## config.mk

```make
export PLATFORM = sky130hd
export DESIGN_NAME = usart_link
export DESIGN_NICKNAME = d
export VERILOG_FILES = /design/src/rtl/usart_pkg.sv /design/src/rtl/usart_bit_timer.sv /design/src/rtl/usart_link.sv
export SDC_FILE = /design/constraint.sdc
export NUM_CORES = 1
export LEC_CHECK = 0
export BUFFER_PORTS_ARGS = -buffer_cell sky130_fd_sc_hd__buf_2
export CAP_MARGIN = 30
export CORE_ASPECT_RATIO = 0.5
export CORE_UTILIZATION = 51
export DETAILED_ROUTE_END_ITERATION = 7
export PLACE_DENSITY_LB_ADDON = 0.3
export SYNTH_ARGS = -nofsm -noshare
export SYNTH_HDL_FRONTEND = slang
export SYNTH_SLANG_ARGS = --single-unit
```

## constraint.sdc

```tcl
create_clock -name clk -period 1.9 [get_ports clk]
set_clock_uncertainty 0.2 [all_clocks]
set_input_delay 0.095 -clock clk [delete_from_list [all_inputs] [get_ports clk]]
set_output_delay 0.095 -clock clk [all_outputs]
set_load 0.02 [all_outputs]
```

## src/rtl/usart_pkg.sv

```systemverilog
// ---------------------------------------------------------------------------
// usart_pkg : FSM state encoding and line constants shared by the USART link
// Revision  : 1.0
// ---------------------------------------------------------------------------
`default_nettype none

package usart_pkg;

   localparam logic IDLE_LEVEL = 1'b1;

   typedef enum logic [2:0] {
      ST_IDLE   = 3'd0,
      ST_START  = 3'd1,
      ST_DATA   = 3'd2,
      ST_PARITY = 3'd3,
      ST_STOP   = 3'd4
   } usart_state_e;

endpackage

`default_nettype wire

```

## src/rtl/usart_bit_timer.sv

```systemverilog
// ---------------------------------------------------------------------------
// usart_bit_timer : counts 0..CLKS_PER_BIT-1 per serial bit, mid/end strobes
// Revision        : 1.0
// ---------------------------------------------------------------------------
`default_nettype none

module usart_bit_timer #(
   parameter int CLKS_PER_BIT = 16
) (
   input  logic clk,
   input  logic reset,
   input  logic en_i,
   input  logic restart_i,
   output logic mid_o,
   output logic end_o
);

   localparam int               CNT_W   = $clog2(CLKS_PER_BIT);
   localparam logic [CNT_W-1:0] MID_CNT = CNT_W'(CLKS_PER_BIT / 2 - 1);
   localparam logic [CNT_W-1:0] END_CNT = CNT_W'(CLKS_PER_BIT - 1);

   logic [CNT_W-1:0] cnt_q;
   logic [CNT_W-1:0] cnt_d;

   // Restart wins over enable so a new bit period can begin from an idle cycle.
   always_comb begin
      cnt_d = cnt_q + 1'b1;
      if (restart_i || !en_i || (cnt_q == END_CNT)) begin
         cnt_d = '0;
      end
   end

   always_ff @(posedge clk) begin
      if (reset) begin
         cnt_q <= '0;
      end else begin
         cnt_q <= cnt_d;
      end
   end

   assign mid_o = en_i && (cnt_q == MID_CNT);
   assign end_o = en_i && (cnt_q == END_CNT);

endmodule

`default_nettype wire

```

## src/rtl/usart_link.sv

```systemverilog
// ---------------------------------------------------------------------------
// usart_link : independent UART-style serial transmitter and receiver.
//              Optional even parity bit when USART_LINK_PARITY_EN is defined.
// Revision   : 1.0
// ---------------------------------------------------------------------------
`default_nettype none

module usart_link
   import usart_pkg::*;
#(
   parameter int DATA_W       = 8,
   parameter int CLKS_PER_BIT = 16,
   parameter int MSB_FIRST    = 1
) (
   input  logic              clk,
   input  logic              reset,
   input  logic              tx_valid,
   input  logic [DATA_W-1:0] tx_din,
   output logic              tx_ready,
   output logic              tx_data,
   input  logic              rx_data,
   output logic              rx_valid,
   output logic [DATA_W-1:0] rx_dout,
   output logic              rx_frame_err,
   output logic              rx_parity_err
);

   localparam int               IDX_W    = $clog2(DATA_W);
   localparam logic [IDX_W-1:0] LAST_IDX = IDX_W'(DATA_W - 1);
`ifdef USART_LINK_PARITY_EN
   localparam usart_state_e     ST_AFTER_DATA = ST_PARITY;
`else
   localparam usart_state_e     ST_AFTER_DATA = ST_STOP;
`endif

   // ---------------- transmitter ----------------
   usart_state_e      tx_state_q, tx_state_d;
   logic [DATA_W-1:0] tx_shift_q, tx_shift_d;
   logic [IDX_W-1:0]  tx_idx_q, tx_idx_d;
   logic              tx_accept;
   logic              tx_mid_unused;
   logic              tx_end;

   assign tx_ready  = (tx_state_q == ST_IDLE);
   assign tx_accept = tx_valid && tx_ready;

   usart_bit_timer #(.CLKS_PER_BIT(CLKS_PER_BIT)) u_tx_timer (
      .clk       (clk),
      .reset     (reset),
      .en_i      (tx_state_q != ST_IDLE),
      .restart_i (tx_accept),
      .mid_o     (tx_mid_unused),
      .end_o     (tx_end)
   );

   always_comb begin
      tx_state_d = tx_state_q;
      tx_shift_d = tx_shift_q;
      tx_idx_d   = tx_idx_q;
      case (tx_state_q)
         ST_IDLE: begin
            if (tx_valid) begin
               tx_state_d = ST_START;
               tx_shift_d = tx_din;
               tx_idx_d   = '0;
            end
         end
         ST_START: if (tx_end) tx_state_d = ST_DATA;
         ST_DATA: begin
            if (tx_end) begin
               if (tx_idx_q == LAST_IDX) begin
                  tx_state_d = ST_AFTER_DATA;
               end else begin
                  tx_idx_d   = tx_idx_q + 1'b1;
                  tx_shift_d = (MSB_FIRST != 0) ? {tx_shift_q[DATA_W-2:0], 1'b0}
                                                : {1'b0, tx_shift_q[DATA_W-1:1]};
               end
            end
         end
`ifdef USART_LINK_PARITY_EN
         ST_PARITY: if (tx_end) tx_state_d = ST_STOP;
`endif
         ST_STOP: if (tx_end) tx_state_d = ST_IDLE;
         default: tx_state_d = ST_IDLE;
      endcase
   end

   always_ff @(posedge clk) begin
      if (reset) begin
         tx_state_q <= ST_IDLE;
         tx_shift_q <= '0;
         tx_idx_q   <= '0;
      end else begin
         tx_state_q <= tx_state_d;
         tx_shift_q <= tx_shift_d;
         tx_idx_q   <= tx_idx_d;
      end
   end

`ifdef USART_LINK_PARITY_EN
   logic tx_par_q;

   // Parity is captured at acceptance so later tx_din changes cannot leak in.
   always_ff @(posedge clk) begin
      if (reset) begin
         tx_par_q <= 1'b0;
      end else if (tx_accept) begin
         tx_par_q <= ^tx_din;
      end
   end
`endif

   always_comb begin
      tx_data = IDLE_LEVEL;
      case (tx_state_q)
         ST_START:  tx_data = 1'b0;
         ST_DATA:   tx_data = (MSB_FIRST != 0) ? tx_shift_q[DATA_W-1] : tx_shift_q[0];
`ifdef USART_LINK_PARITY_EN
         ST_PARITY: tx_data = tx_par_q;
`endif
         default:   tx_data = IDLE_LEVEL;
      endcase
   end

   // ---------------- receiver ----------------
   logic              rx_sync1_q, rx_sync2_q, rx_prev_q;
   usart_state_e      rx_state_q, rx_state_d;
   logic [DATA_W-1:0] rx_shift_q, rx_shift_d;
   logic [IDX_W-1:0]  rx_idx_q, rx_idx_d;
   logic [DATA_W-1:0] rx_dout_q, rx_dout_d;
   logic              rx_valid_q, rx_valid_d;
   logic              rx_ferr_q, rx_ferr_d;
   logic              rx_fall;
   logic              rx_mid;
   logic              rx_end;
`ifdef USART_LINK_PARITY_EN
   logic              rx_par_q, rx_par_d;
   logic              rx_perr_q, rx_perr_d;
`endif

   assign rx_fall = (rx_state_q == ST_IDLE) && rx_prev_q && !rx_sync2_q;

   usart_bit_timer #(.CLKS_PER_BIT(CLKS_PER_BIT)) u_rx_timer (
      .clk       (clk),
      .reset     (reset),
      .en_i      (rx_state_q != ST_IDLE),
      .restart_i (rx_fall),
      .mid_o     (rx_mid),
      .end_o     (rx_end)
   );

   always_comb begin
      rx_state_d = rx_state_q;
      rx_shift_d = rx_shift_q;
      rx_idx_d   = rx_idx_q;
      rx_dout_d  = rx_dout_q;
      rx_valid_d = 1'b0;
      rx_ferr_d  = 1'b0;
`ifdef USART_LINK_PARITY_EN
      rx_par_d   = rx_par_q;
      rx_perr_d  = 1'b0;
`endif
      case (rx_state_q)
         ST_IDLE: begin
            if (rx_fall) begin
               rx_state_d = ST_START;
               rx_idx_d   = '0;
            end
         end
         ST_START: begin
            if (rx_mid && rx_sync2_q) begin
               rx_state_d = ST_IDLE;
            end else if (rx_end) begin
               rx_state_d = ST_DATA;
            end
         end
         ST_DATA: begin
            if (rx_mid) begin
               rx_shift_d = (MSB_FIRST != 0) ? {rx_shift_q[DATA_W-2:0], rx_sync2_q}
                                             : {rx_sync2_q, rx_shift_q[DATA_W-1:1]};
            end
            if (rx_end) begin
               if (rx_idx_q == LAST_IDX) begin
                  rx_state_d = ST_AFTER_DATA;
               end else begin
                  rx_idx_d = rx_idx_q + 1'b1;
               end
            end
         end
`ifdef USART_LINK_PARITY_EN
         ST_PARITY: begin
            if (rx_mid) rx_par_d = rx_sync2_q;
            if (rx_end) rx_state_d = ST_STOP;
         end
`endif
         // Leave at the stop mid-point so the next start edge is never missed.
         ST_STOP: begin
            if (rx_mid) begin
               rx_state_d = ST_IDLE;
               rx_dout_d  = rx_shift_q;
               rx_valid_d = 1'b1;
               rx_ferr_d  = !rx_sync2_q;
`ifdef USART_LINK_PARITY_EN
               rx_perr_d  = (rx_par_q != ^rx_shift_q);
`endif
            end
         end
         default: rx_state_d = ST_IDLE;
      endcase
   end

   always_ff @(posedge clk) begin
      if (reset) begin
         rx_sync1_q <= IDLE_LEVEL;
         rx_sync2_q <= IDLE_LEVEL;
         rx_prev_q  <= IDLE_LEVEL;
         rx_state_q <= ST_IDLE;
         rx_shift_q <= '0;
         rx_idx_q   <= '0;
         rx_dout_q  <= '0;
         rx_valid_q <= 1'b0;
         rx_ferr_q  <= 1'b0;
      end else begin
         rx_sync1_q <= rx_data;
         rx_sync2_q <= rx_sync1_q;
         rx_prev_q  <= rx_sync2_q;
         rx_state_q <= rx_state_d;
         rx_shift_q <= rx_shift_d;
         rx_idx_q   <= rx_idx_d;
         rx_dout_q  <= rx_dout_d;
         rx_valid_q <= rx_valid_d;
         rx_ferr_q  <= rx_ferr_d;
      end
   end

`ifdef USART_LINK_PARITY_EN
   always_ff @(posedge clk) begin
      if (reset) begin
         rx_par_q  <= 1'b0;
         rx_perr_q <= 1'b0;
      end else begin
         rx_par_q  <= rx_par_d;
         rx_perr_q <= rx_perr_d;
      end
   end
   assign rx_parity_err = rx_perr_q;
`else
   assign rx_parity_err = 1'b0;
`endif

   assign rx_valid     = rx_valid_q;
   assign rx_dout      = rx_dout_q;
   assign rx_frame_err = rx_ferr_q;

endmodule

`default_nettype wire
```

==> flow_summary.yaml <==
status:
  status: "finished, violations left"
  violations: "hold timing, setup timing"
global_route:
  grt-ovfl-total: 0
  grt_max_degree: 26
  grtUsageTotal: 0.208
  antenna_found_initial: 0
  grt_pass1_wl_um: 6780
  grt_pass1_vias: 1563
floorplan:
  die_w_um: 92.1
  core_area_um2: 3660
  die_h_um: 47.0
  initial_core_util: 0.565
  row_count: 15
  die_area_um2: 4330
  pin_count: 25
placed_design:
  placed_cells: 303
  dpl_cell_area_um2: 2290
  portBuffers: 23
  place_ws_ns: -0.0788
  gp_congestion: 0.867
  dp_hpwl_um: 2810
route:
  drt_iter0_markers: 60
  num_vias: 1734
  routed_wl_um: 4230
  via_per_inst: 5.44
  drc: 0
  routedWlPerCell_um: 13.3
  antenna_left: 0
  firstDrtPassIters: 4
sta:
  rsz0062_at_grt: "true"
  min_period_ns: 1.93
  min_period_over_period: 1.01
  hold_slack_ns: -0.00415
  finalSetupViolCount: 1
  fmax_mhz: 519
  finalHoldViolations: 2
  final_max_slew_viol_count: 0
  worstMarginPinSlew_ns: 0.512
  fin_ws_ns: -0.0277
  slew_headroom: 0.654
power_and_ir_drop:
  powerDensity_nw_per_um2: 792
  irDropWorstVdd_mv: 0.436
  power.leakage_uw: 0.00108
critical_path:
  cp_top_family: "simple AND/OR/NAND/NOR gates"
  crit_buf_inv: 0
  cp_max_fo: 2
  arrival_ns: 1.97
  path_common_cell: "ha_4"
  worstPathCellList: "ha_4, ha_4, or2b_4, o21a_1, or4_4, a21oi_2"
  cpPeakStageDelay_ns: 0.41
  endpoint_kind: "flop"
  cpMaxStageDelayCell: "or4_4"
  worst_setup_path_start_kind: "flop"
  crit_required_ns: 1.94
  path_class: "reg -> reg"
layout:
  stdcell_count: 319
  drive_gt1_frac: 0.261
  fillers: 281
  diodes: 0
  final_nets: 285
  design_area_um2: 2590
  area_delta_synth_final_pct: 25.3
logic_synthesis:
  synthTopCellsByArea: "dfxtp_1 (47%), mux2i_1 (7.7%), nor2_1 (7.1%)"
  synth_top_area_share: 0.474
  ys_seq_area_frac: 0.474
  synthesis.area_um2: 2070
  synth_top_area_cell: "dfxtp_1"
  avgSynthCellArea_um2: 9.08
  ys_types: 48
  async_flop_share: 0
  syn_inst: 228
  synth_commonest_cells: "dfxtp_1 (49), nor2_1 (39), a21oi_1 (17)"
  synth_nets: 246
  dominantRegCellSynth: "dfxtp_1"
  yosys_warnings: 0
  yosysMostFrequentCell: "dfxtp_1"
  yosys_register_bits: 49
  synth_edf_count: 0
clock_network:
  insertion_delay_ns: 0.31
  clkTransAtPathRegs_ns: 0.09
  cts_sinks: 49
  numCtsBuffers: 5
  cts_tree: "yes"
  cts-root-buf: "clkbuf_8"
  clk_path_buf_depth: 2
  cts.htree.levels: 2
flow_run:
  cap_violations: 0
min_path:
  hold_path_class: "in -> reg"
[metrics by stage]
stage	TNS (ns)	utilization	total power (µW)
2_1_floorplan	0	-	1140
3_3_place_gp	0	0.626	1170
3_5_place_dp	-0.406	0.626	1170
4_1_cts	-0.148	0.685	2040
5_1_grt	-0.0930	0.708	2120
6_report	-0.0277	0.708	2050
[power breakdown]
group | leakage, µW | total, µW | switching, µW | internal [µW]
Sequential | 0.000399 | 1050 | 10.1 | 1040
Combinational | 0.000616 | 124 | 68.7 | 55.1
Clock | 0.0000681 | 875 | 352 | 523
[kinds of logic (layout without fill, tap and decap cells)]
family	Yosys count	in the layout	share of synthesized area
AOI/OAI and AO/OA	45	45	0.130
xor gates and xnor gates	4	4	0.0169
adders and majority gates	6	6	0.0363
buffers and inverters	22	62	0.0520
DFF	49	49	0.474
muxes	17	17	0.0828
other	1	1	0.00181
and+or+nand+nor	84	84	0.206
[worst min-delay path, stage by stage]
cell     delay, ns
buf_2         0.07
nor2_1        0.03
a21oi_1       0.10
o21ai_1       0.06
a21oi_1       0.10
[what timing repair did]
item                                   4_1_cts  5_1_grt
cloned                                       0        1
resized for setup                            5       23
setup endpoints to repair                    8       13
buffers inserted                             0        1
pin swaps                                    0        3
endpoints found under the hold margin        8        0
hold buffers                                 6        0
[placed cells by master, fill, tap and decap left out, drive strengths merged, types with 2 or more instances in the layout]
cell type	count
and3	5
o21ai	15
or3	2
a21oi	17
mux2i	16
nand4	2
nand3	7
inv	10
a32oi	2
buf	38
ha	6
a31o	3
nor2	39
xor2	2
dlygate4sd3	6
bufinv	2
nand2	4
xnor2	2
nor3	6
dfxtp	49
clkbuf	5
or2	4
nor2b	2
[worst paths after layout]
check                           cells past startpoint                          to  slack (ns)                      from
worst max-delay path                                6    rx_idx_q[0]$_SDFFE_PP0P_       -0.03  rx_idx_q[0]$_SDFFE_PP0P_
worst min-delay path                                5  tx_shift_q[4]$_SDFFE_PP0P_      -0.004                 tx_din[4]
worst max register to register                      6    rx_idx_q[0]$_SDFFE_PP0P_       -0.03  rx_idx_q[0]$_SDFFE_PP0P_
worst min register to register                      1       rx_sync2_q$_SDFF_PP1_        0.24     rx_sync1_q$_SDFF_PP1_
[registers in the layout, summed over array words and instances (netlist names), 3 cells and up]
name,cells
rx_state_q,3
tx_shift_q,8
tx_state_q,3
rx_shift_q,8
u_tx_timer.cnt_q,4
u_rx_timer.cnt_q,4
rx_idx_q,3
rx_dout,8
tx_idx_q,3
[final cells by class]
cell class | instances | area (µm²) | share of cell area
inverter | 10 | 37.5 | 0.0145
timing repair buffer | 44 | 308 | 0.119
clock buffer | 5 | 68.8 | 0.0265
tap | 51 | 63.8 | 0.0246
sequential | 49 | 985 | 0.380
multi-input combinational | 157 | 1060 | 0.411
clock inverter | 3 | 65.1 | 0.0251
[layer usage]
metal	vias to the layer above	part of all wire	global-route usage
li1	870	-	-
met3	7	0.045	0.0647
met4	0	0.015	0.109
met2	42	0.48	0.363
met1	815	0.46	0.245
met5	-	0	0
No activity file was read; power rests on OpenSTA's default activity.
